[config.mk]
export PLATFORM = sky130hd
export DESIGN_NAME = pll_scan_loader
export DESIGN_NICKNAME = d
export VERILOG_FILES = /design/src/rtl/pll_scan_loader.sv
export SDC_FILE = /design/constraint.sdc
export NUM_CORES = 1
export LEC_CHECK = 0
export ABC_AREA = 1
export ABC_CLOCK_PERIOD_IN_PS = 3200
export CORE_AREA = 2 2 168 170
export CTS_CLUSTER_DIAMETER = 150
export DETAILED_ROUTE_END_ITERATION = 12
export DIE_AREA = 0 0 170 172
export GPL_ROUTABILITY_DRIVEN = 0
export PLACE_DENSITY = 0.73
export SETUP_SLACK_MARGIN = 0.2
export SLEW_MARGIN = 20
export SYNTH_ARGS = -nofsm -noshare
export SYNTH_HDL_FRONTEND = slang
export SYNTH_SLANG_ARGS = --single-unit
[constraint.sdc]
create_clock -name clk -period 3.2 [get_ports clk]
set_input_delay 0.48 -clock clk [delete_from_list [all_inputs] [get_ports clk]]
set_output_delay 0.48 -clock clk [all_outputs]
set_load 0.1 [all_outputs]
[src/rtl/pll_scan_loader.sv]
// pll_scan_loader
//   Responder side of the PLL reconfiguration handshake. A write_from_rom
//   strobe copies a CHAIN_LEN-bit image out of a 1-bit-wide ROM into an
//   internal cache. A reconfig strobe shifts that cache into the PLL scan
//   chain (MSB first), pulses configupdate for two cycles and waits for a
//   rising edge of scandone. A missing scandone sets the sticky timeout_err.
//   A synchronous soft reset aborts any operation and keeps the cache.
//
// Ports
//   clk, rst_n                   clock, async active-low reset
//   write_from_rom, reconfig     1-cycle request strobes (sampled in IDLE)
//   reset                        synchronous soft abort
//   busy, timeout_err            status back to the requester
//   rom_address_out, write_rom_ena, rom_data_in   ROM read port (1-cycle q)
//   pll_scanclk, pll_scanclkena, pll_scandata, pll_scandataout,
//   pll_configupdate, pll_scandone                PLL reconfig port
//
// Build option
//   PLL_SCAN_READBACK_EN: while shifting, capture pll_scandataout on each
//   scanclk rise and replace the cache with the image read out of the PLL.
module pll_scan_loader #(
  parameter int CHAIN_LEN    = 144,
  parameter int ADDR_W       = 8,
  parameter int DONE_TIMEOUT = 1000
) (
  input  logic              clk,
  input  logic              rst_n,
  input  logic              write_from_rom,
  input  logic              reconfig,
  input  logic              reset,
  output logic              busy,
  output logic              timeout_err,
  output logic [ADDR_W-1:0] rom_address_out,
  output logic              write_rom_ena,
  input  logic              rom_data_in,
  output logic              pll_scanclk,
  output logic              pll_scanclkena,
  output logic              pll_scandata,
  input  logic              pll_scandataout,
  output logic              pll_configupdate,
  input  logic              pll_scandone
);
  localparam int TW = $clog2(DONE_TIMEOUT + 1);
  localparam int CW = (TW > ADDR_W) ? TW : ADDR_W;

  typedef enum logic [2:0] {IDLE, ROM_RD, SHIFT, UPDATE, WAIT_DONE} state_t;

  state_t                 state_q, state_d;
  logic                   busy_q, busy_d;
  logic                   tmo_q, tmo_d;
  logic [ADDR_W-1:0]      rom_addr_q, rom_addr_d;
  logic                   rom_ena_q, rom_ena_d;
  logic [ADDR_W-1:0]      cap_addr_q, cap_addr_d;
  logic                   rd_vld_q, rd_vld_d;
  logic [CHAIN_LEN-1:0]   cache_q, cache_d;
  logic [CHAIN_LEN-1:0]   shreg_q, shreg_d;
  logic [CW-1:0]          cnt_q, cnt_d;
  logic                   sclk_q, sclk_d;
  logic                   sclkena_q, sclkena_d;
  logic                   sdata_q, sdata_d;
  logic                   cfgupd_q, cfgupd_d;
  logic [1:0]             done_sync_q, done_sync_d;
  logic                   done_prev_q, done_prev_d;
  logic                   done_rise;
  logic                   shift_in;
  logic                   unused_shreg_msb;

`ifdef PLL_SCAN_READBACK_EN
  logic rb_q, rb_d;
  assign shift_in = rb_q;
`else
  logic unused_scandataout;
  assign unused_scandataout = pll_scandataout;
  assign shift_in           = 1'b0;
`endif

  // The shift copy's MSB is already on pll_scandata when it would be consumed.
  assign unused_shreg_msb = shreg_q[CHAIN_LEN-1];

  // scandone is asynchronous to clk; only a fresh rising edge counts.
  assign done_rise = done_sync_q[1] & ~done_prev_q;

  always_comb begin
    state_d     = state_q;
    tmo_d       = tmo_q;
    rom_addr_d  = rom_addr_q;
    rom_ena_d   = rom_ena_q;
    // ROM q lags the enable by one cycle; capture uses the delayed address.
    rd_vld_d    = rom_ena_q;
    cap_addr_d  = rom_addr_q;
    cache_d     = cache_q;
    shreg_d     = shreg_q;
    cnt_d       = cnt_q;
    sclk_d      = sclk_q;
    sclkena_d   = sclkena_q;
    sdata_d     = sdata_q;
    cfgupd_d    = cfgupd_q;
    done_sync_d = {done_sync_q[0], pll_scandone};
    done_prev_d = done_sync_q[1];
`ifdef PLL_SCAN_READBACK_EN
    rb_d        = rb_q;
`endif

    if (rd_vld_q && !reset) cache_d[cap_addr_q] = rom_data_in;

    if (reset) begin
      state_d    = IDLE;
      rom_ena_d  = 1'b0;
      rom_addr_d = '0;
      rd_vld_d   = 1'b0;
      sclk_d     = 1'b0;
      sclkena_d  = 1'b0;
      sdata_d    = 1'b0;
      cfgupd_d   = 1'b0;
      cnt_d      = '0;
    end else begin
      case (state_q)
        IDLE: begin
          if (write_from_rom) begin
            state_d    = ROM_RD;
            rom_ena_d  = 1'b1;
            rom_addr_d = '0;
            tmo_d      = 1'b0;
          end else if (reconfig) begin
            state_d   = SHIFT;
            sclkena_d = 1'b1;
            sclk_d    = 1'b0;
            sdata_d   = cache_q[CHAIN_LEN-1];
            shreg_d   = cache_q;
            cnt_d     = '0;
            tmo_d     = 1'b0;
          end
        end
        ROM_RD: begin
          // One extra cycle after the last enable lets the final bit land.
          if (rom_ena_q) begin
            if (rom_addr_q == ADDR_W'(CHAIN_LEN - 1)) begin
              rom_ena_d  = 1'b0;
              rom_addr_d = '0;
            end else begin
              rom_addr_d = rom_addr_q + 1'b1;
            end
          end else begin
            state_d = IDLE;
          end
        end
        SHIFT: begin
          if (!sclk_q) begin
            sclk_d = 1'b1;
`ifdef PLL_SCAN_READBACK_EN
            rb_d   = pll_scandataout;
`endif
          end else begin
            // Falling scanclk: advance to the next bit while the clock is low.
            sclk_d  = 1'b0;
            shreg_d = {shreg_q[CHAIN_LEN-2:0], shift_in};
            if (cnt_q == CW'(CHAIN_LEN - 1)) begin
              state_d   = UPDATE;
              sclkena_d = 1'b0;
              sdata_d   = 1'b0;
              cfgupd_d  = 1'b1;
              cnt_d     = '0;
`ifdef PLL_SCAN_READBACK_EN
              cache_d   = {shreg_q[CHAIN_LEN-2:0], shift_in};
`endif
            end else begin
              cnt_d   = cnt_q + 1'b1;
              sdata_d = shreg_q[CHAIN_LEN-2];
            end
          end
        end
        UPDATE: begin
          if (cnt_q == '0) begin
            cnt_d = CW'(1);
          end else begin
            state_d  = WAIT_DONE;
            cfgupd_d = 1'b0;
            cnt_d    = '0;
          end
        end
        WAIT_DONE: begin
          if (done_rise) begin
            state_d = IDLE;
          end else if (cnt_q == CW'(DONE_TIMEOUT - 1)) begin
            state_d = IDLE;
            tmo_d   = 1'b1;
          end else begin
            cnt_d = cnt_q + 1'b1;
          end
        end
        default: state_d = IDLE;
      endcase
    end

    busy_d = (state_d != IDLE);
  end

  always_ff @(posedge clk or negedge rst_n) begin
    if (!rst_n) begin
      state_q     <= IDLE;
      busy_q      <= 1'b0;
      tmo_q       <= 1'b0;
      rom_addr_q  <= '0;
      rom_ena_q   <= 1'b0;
      cap_addr_q  <= '0;
      rd_vld_q    <= 1'b0;
      cache_q     <= '0;
      shreg_q     <= '0;
      cnt_q       <= '0;
      sclk_q      <= 1'b0;
      sclkena_q   <= 1'b0;
      sdata_q     <= 1'b0;
      cfgupd_q    <= 1'b0;
      done_sync_q <= '0;
      done_prev_q <= 1'b0;
`ifdef PLL_SCAN_READBACK_EN
      rb_q        <= 1'b0;
`endif
    end else begin
      state_q     <= state_d;
      busy_q      <= busy_d;
      tmo_q       <= tmo_d;
      rom_addr_q  <= rom_addr_d;
      rom_ena_q   <= rom_ena_d;
      cap_addr_q  <= cap_addr_d;
      rd_vld_q    <= rd_vld_d;
      cache_q     <= cache_d;
      shreg_q     <= shreg_d;
      cnt_q       <= cnt_d;
      sclk_q      <= sclk_d;
      sclkena_q   <= sclkena_d;
      sdata_q     <= sdata_d;
      cfgupd_q    <= cfgupd_d;
      done_sync_q <= done_sync_d;
      done_prev_q <= done_prev_d;
`ifdef PLL_SCAN_READBACK_EN
      rb_q        <= rb_d;
`endif
    end
  end

  assign busy             = busy_q;
  assign timeout_err      = tmo_q;
  assign rom_address_out  = rom_addr_q;
  assign write_rom_ena    = rom_ena_q;
  assign pll_scanclk      = sclk_q;
  assign pll_scanclkena   = sclkena_q;
  assign pll_scandata     = sdata_q;
  assign pll_configupdate = cfgupd_q;
endmodule
# After elaboration in Yosys (flattened, before gate mapping)
# Cells that the tools add are included.
# W data, S select, Z words.
# word_totals
rom_bits	0
mem_count	0
register_bits	327
latch_bits	0
ram_bits	0
# op_classes
magnitude_cmp	2
reduce_logical	21
n_bitwise	3
mul	0
eq_ne	22
n_div	0
shifts	0
muxes	63
addsub	2
# ops
operator	count
$mux W143	3
$pmux W143 S2	1
$bwmux W144	1
$mux W10	7
$pmux W10 S4	1
$mux W8	4
$ne A3 B3 Y1 const B	10
$mux W1	28
$mux W3	9
$pmux W8 S2	1
$pmux W3 S5	1
$reduce_and A5 Y1	3
$pmux W1 S2	6
$reduce_bool A3 Y1	4
$add A10 B1 Y10 const B	1
$eq A10 B10 Y1 const B	1
$eq A10 B8 Y1 const B	1
$logic_not A10 Y1	1
$ne A2 B2 Y1 const B	5
$lt A8 B9 Y1 const B	1
$add A8 B1 Y8 const B	1
$demux W1 S8	1
$eq A8 B8 Y1 const B	1
$ge A8 B1 Y1 const B	1
other kinds (14)	20

# Depth between registers and ports, before layout
# logic_depth
ltp_word	6
mapped_depth	10

# Least setup slack after synthesis
# OpenSTA, ideal clock, no wires.
# synth_path
path_kind	reg2reg
start	register rom_addr_q[0], in the netlist rom_address_out[0]
end	register rom_addr_q[0], in the netlist rom_address_out[0]
required_time_ns	3.040
setup_slack_ns	1.159
stages_incl_launch_ff	9
path_buffers	0
t_arrival_ns	1.881
path_cell_list	dfrtp_1 ha_1 nand3_1 nor2_1 inv_1 nand3_1 inv_1 nand2_1 o21ai_1
# synth_between
elab_chain_cells	5
# synth_lines
element	line_no	text
start, declared	51	logic [ADDR_W-1:0] rom_addr_q, rom_addr_d;
start signal, assigned	223	rom_addr_q <= rom_addr_d;
$add A8 B1 Y8 or $eq A8 B8 Y1 (tied branches)	141, 137	
$mux W8 *	137	if (rom_addr_q == ADDR_W'(CHAIN_LEN - 1)) begin
$mux W8 *	136	if (rom_ena_q) begin
$pmux W8 S2 *	117	case (state_q)
$mux W8 *	106	if (reset) begin
# Every way passes the cells marked *; elsewhere a longest branch is shown, timed or not. The select of a mux whose other input is x is not followed.
# A chain may end at the register's enable or synchronous reset.

# Worst setup path after layout
# layout_path
start	register cfgupd_q, in the netlist pll_configupdate
end	output pll_configupdate
# layout_rtl
element	line_no	text
start, declared	61	logic cfgupd_q, cfgupd_d;
start signal, assigned	233	cfgupd_q <= cfgupd_d;
end, declared	40	output logic pll_configupdate,
# No word-level cell between the ends.

==> qor.txt <==
Final Setup Violations: 0
ANT nets after route: 0
Routed length per instance: 16.2 um
Cells after synthesis: 1681
Clock transition at path regs: 60 ps
Reg power frac: 45.3%
Max Root-Sink Buffers: 3
CP delay by family, top: buffers and inverters
Peak VDD IR: 628 uV
Commonest cells after routing, fill and taps aside: dfrtp_1, nand2_1, inv_1, nor2_1, a21oi_1
Fill cells: 2274
Post-synth EDFFs: 0
Final min period: 2480 ps
Grt ovf: 0
WP data arrival: 2000 ps
CTS Buf Count: 35
DR iter-0 viols: 1055
Reg2reg start: state_q[2]
Die Span Y: 172 um
Most used flip-flop cell after synthesis: dfrtp_1
Nets: 1690
Commonest non-fill, non-tap cell in the layout: dfrtp_1
Crit-path cells: clkdlybuf4s50_1
Slack of the critical path: 721 ps
Root Driver: clkbuf_16
Worst endpoint required time: 2720 ps
Total wire length: 33300 um
Total Power: 10.7 mW
Sw Pwr: 3.09 mW
Final Util: 62.0%
CP Max Fanout: 2
CTS tree: built
Ports: 23
Cell area after synthesis: 15500 um^2
Largest net degree at the start of global routing: 145
Via count: 11566
Crit share post-route: 77.5%
# DRC: 0
Critical Path Slowest Stage Cell: clkdlybuf4s50_1
H-tree levels: 2
Clock power share: 37.5%
Setup Fix Bufs, Post-CTS: 0
Comb pwr share: 17.2%
Overall global routing resource usage: 23.7%
Syn Nets: 1692
Warnings from Yosys: 0
CP Buf/Inv Count: 1
Slowest stage delay, CP: 1140 ps
First-pass GRT wire length: 56400 um
Switch share: 28.7%
Row cnt: 61
Max-slew violations: 0
Die width: 170 um
Ant. Diodes: 0
Internal power: 7.66 mW
Post-synth ARST share: 100%
Yosys cell types: 39
Core Area: 27500 um^2
Min-delay worst type: in -> async
Number of global-route vias before repair: 11292
Share of cells above drive strength 1: 15.1%
Crit path capture type: output port
Status: finished, final reports clean
RSZ-0062 raised after global routing: no
PwrDens: 631 nW/um^2
DPL Wire Length: 20200 um
Cts hold-fix bufs: 0
Die area: 29200 um^2
Post-CTS sizing: 0
Pre-CTS setup slack: 526 ps
Max Freq: 403 MHz
Via-to-Cell Ratio: 5.64
#FFs+latches synth: 327
Fin. Hold Viols: 0
Dpl cell area: 15900 um^2
Worst-Skew Late Latency: 510 ps
Port buffer count: 21
Slew Limit Headroom: 35.3%
Final setup skew: 19.3 ps
Syn-to-layout area delta: 10.3%
Pleak: 7.57 nW
WS Path Type: reg -> out
Finished Cell Area: 17000 um^2
TritonCTS Sinks: 327
CP Launch Type: register
Post-synthesis sequential area ratio: 53.0%
Max-Cap Viols: 0
First-pass detailed-route iteration total: 5
Critical path origin: pll_configupdate
Initial Util: 56.2%
Least-Margin Pin Slew: 967 ps
Mean Syn Cell Area: 9.19 um^2
Antenna violations before repair: 0
TNS Setup: 0 ps
[routing by layer]
layer / share of wire [%] / global-route usage [%] / vias up
met1: 48 / 34.3 / 5607
li1: - / - / 5669
met5: 0 / 0 / -
met4: 2.1 / 6.35 / 0
met2: 47 / 38.2 / 235
met3: 3.7 / 2.95 / 55
[metrics by stage]
stage          hold WS, ps  std cells
6_report              25.4       2049
5_1_grt               82.7       2049
4_1_cts               55.3       2049
3_5_place_dp           355       1988
3_3_place_gp           332       1988
2_1_floorplan          184       1681
[cells in the mapped netlist, types with 45 or more instances]
| library cell | number | share of area, % |
|---|---|---|
| dfrtp_1 | 327 | 53 |
| nand2_1 | 246 | 6.0 |
| inv_1 | 202 | 4.9 |
| nor2_1 | 160 | 3.9 |
| a21oi_1 | 148 | 4.8 |
| a31oi_1 | 75 | 3.0 |
| o211ai_1 | 74 | 3.6 |
| o211ai_2 | 70 | 5.7 |
| o21ai_0 | 68 | 2.2 |
| o21ai_1 | 63 | 2.0 |
| buf_2 | 45 | 1.5 |
| nand3_1 | 45 | 1.5 |
[registers in the layout, summed over array words and instances (netlist names), 2 cells and up]
signal / flops
rom_address_out: 8
done_sync_q: 2
cap_addr_q: 8
state_q: 3
cache_q: 144
cnt_q: 10
shreg_q: 143
[cell type report]
| type | count | area [um^2] | share of cell area, % |
|---|---|---|---|
| Clock inverter | 13 | 151 | 0.889 |
| Timing Repair Buffer | 59 | 633 | 3.72 |
| Inverter | 218 | 833 | 4.89 |
| Clock buffer | 48 | 995 | 5.84 |
| Multi-Input combinational cell | 1038 | 5810 | 34.1 |
| Tap cell | 346 | 433 | 2.54 |
| Sequential cell | 327 | 8180 | 48.0 |
[final timing paths]
kind / end / slack [ps] / cells after the start
worst max-delay path: pll_configupdate / 720 / 1
min in group clk: done_sync_q[1] / 360 / 0
max in group asynchronous: state_q[1] / 2380 / 2
worst min register to register: done_sync_q[1] / 360 / 0
worst min-delay path: shreg_q[59] / 30 / 1
worst max register to register: shreg_q[71] / 970 / 7
[power by group through the flow]
stage	logic (mW)	registers [mW]	clock network, mW
finish	1.85	4.86	4.03
global route	2.09	4.92	4.28
CTS	1.86	4.86	4.11
detailed placement	1.85	4.93	0
global placement	1.80	4.92	0
floorplan	1.36	5.00	0
[cells by family after synthesis]
logic type / Yosys count / synth area share (%)
buffers and inverters: 316 / 9.51
flip-flops: 327 / 53.0
AO/OA/AOI/OAI: 538 / 23.6
XOR/XNOR: 4 / 0.227
adder cells (fa/ha/maj): 3 / 0.243
AND/OR/NAND/NOR: 493 / 13.5
Power figures use the tool's default switching activity.
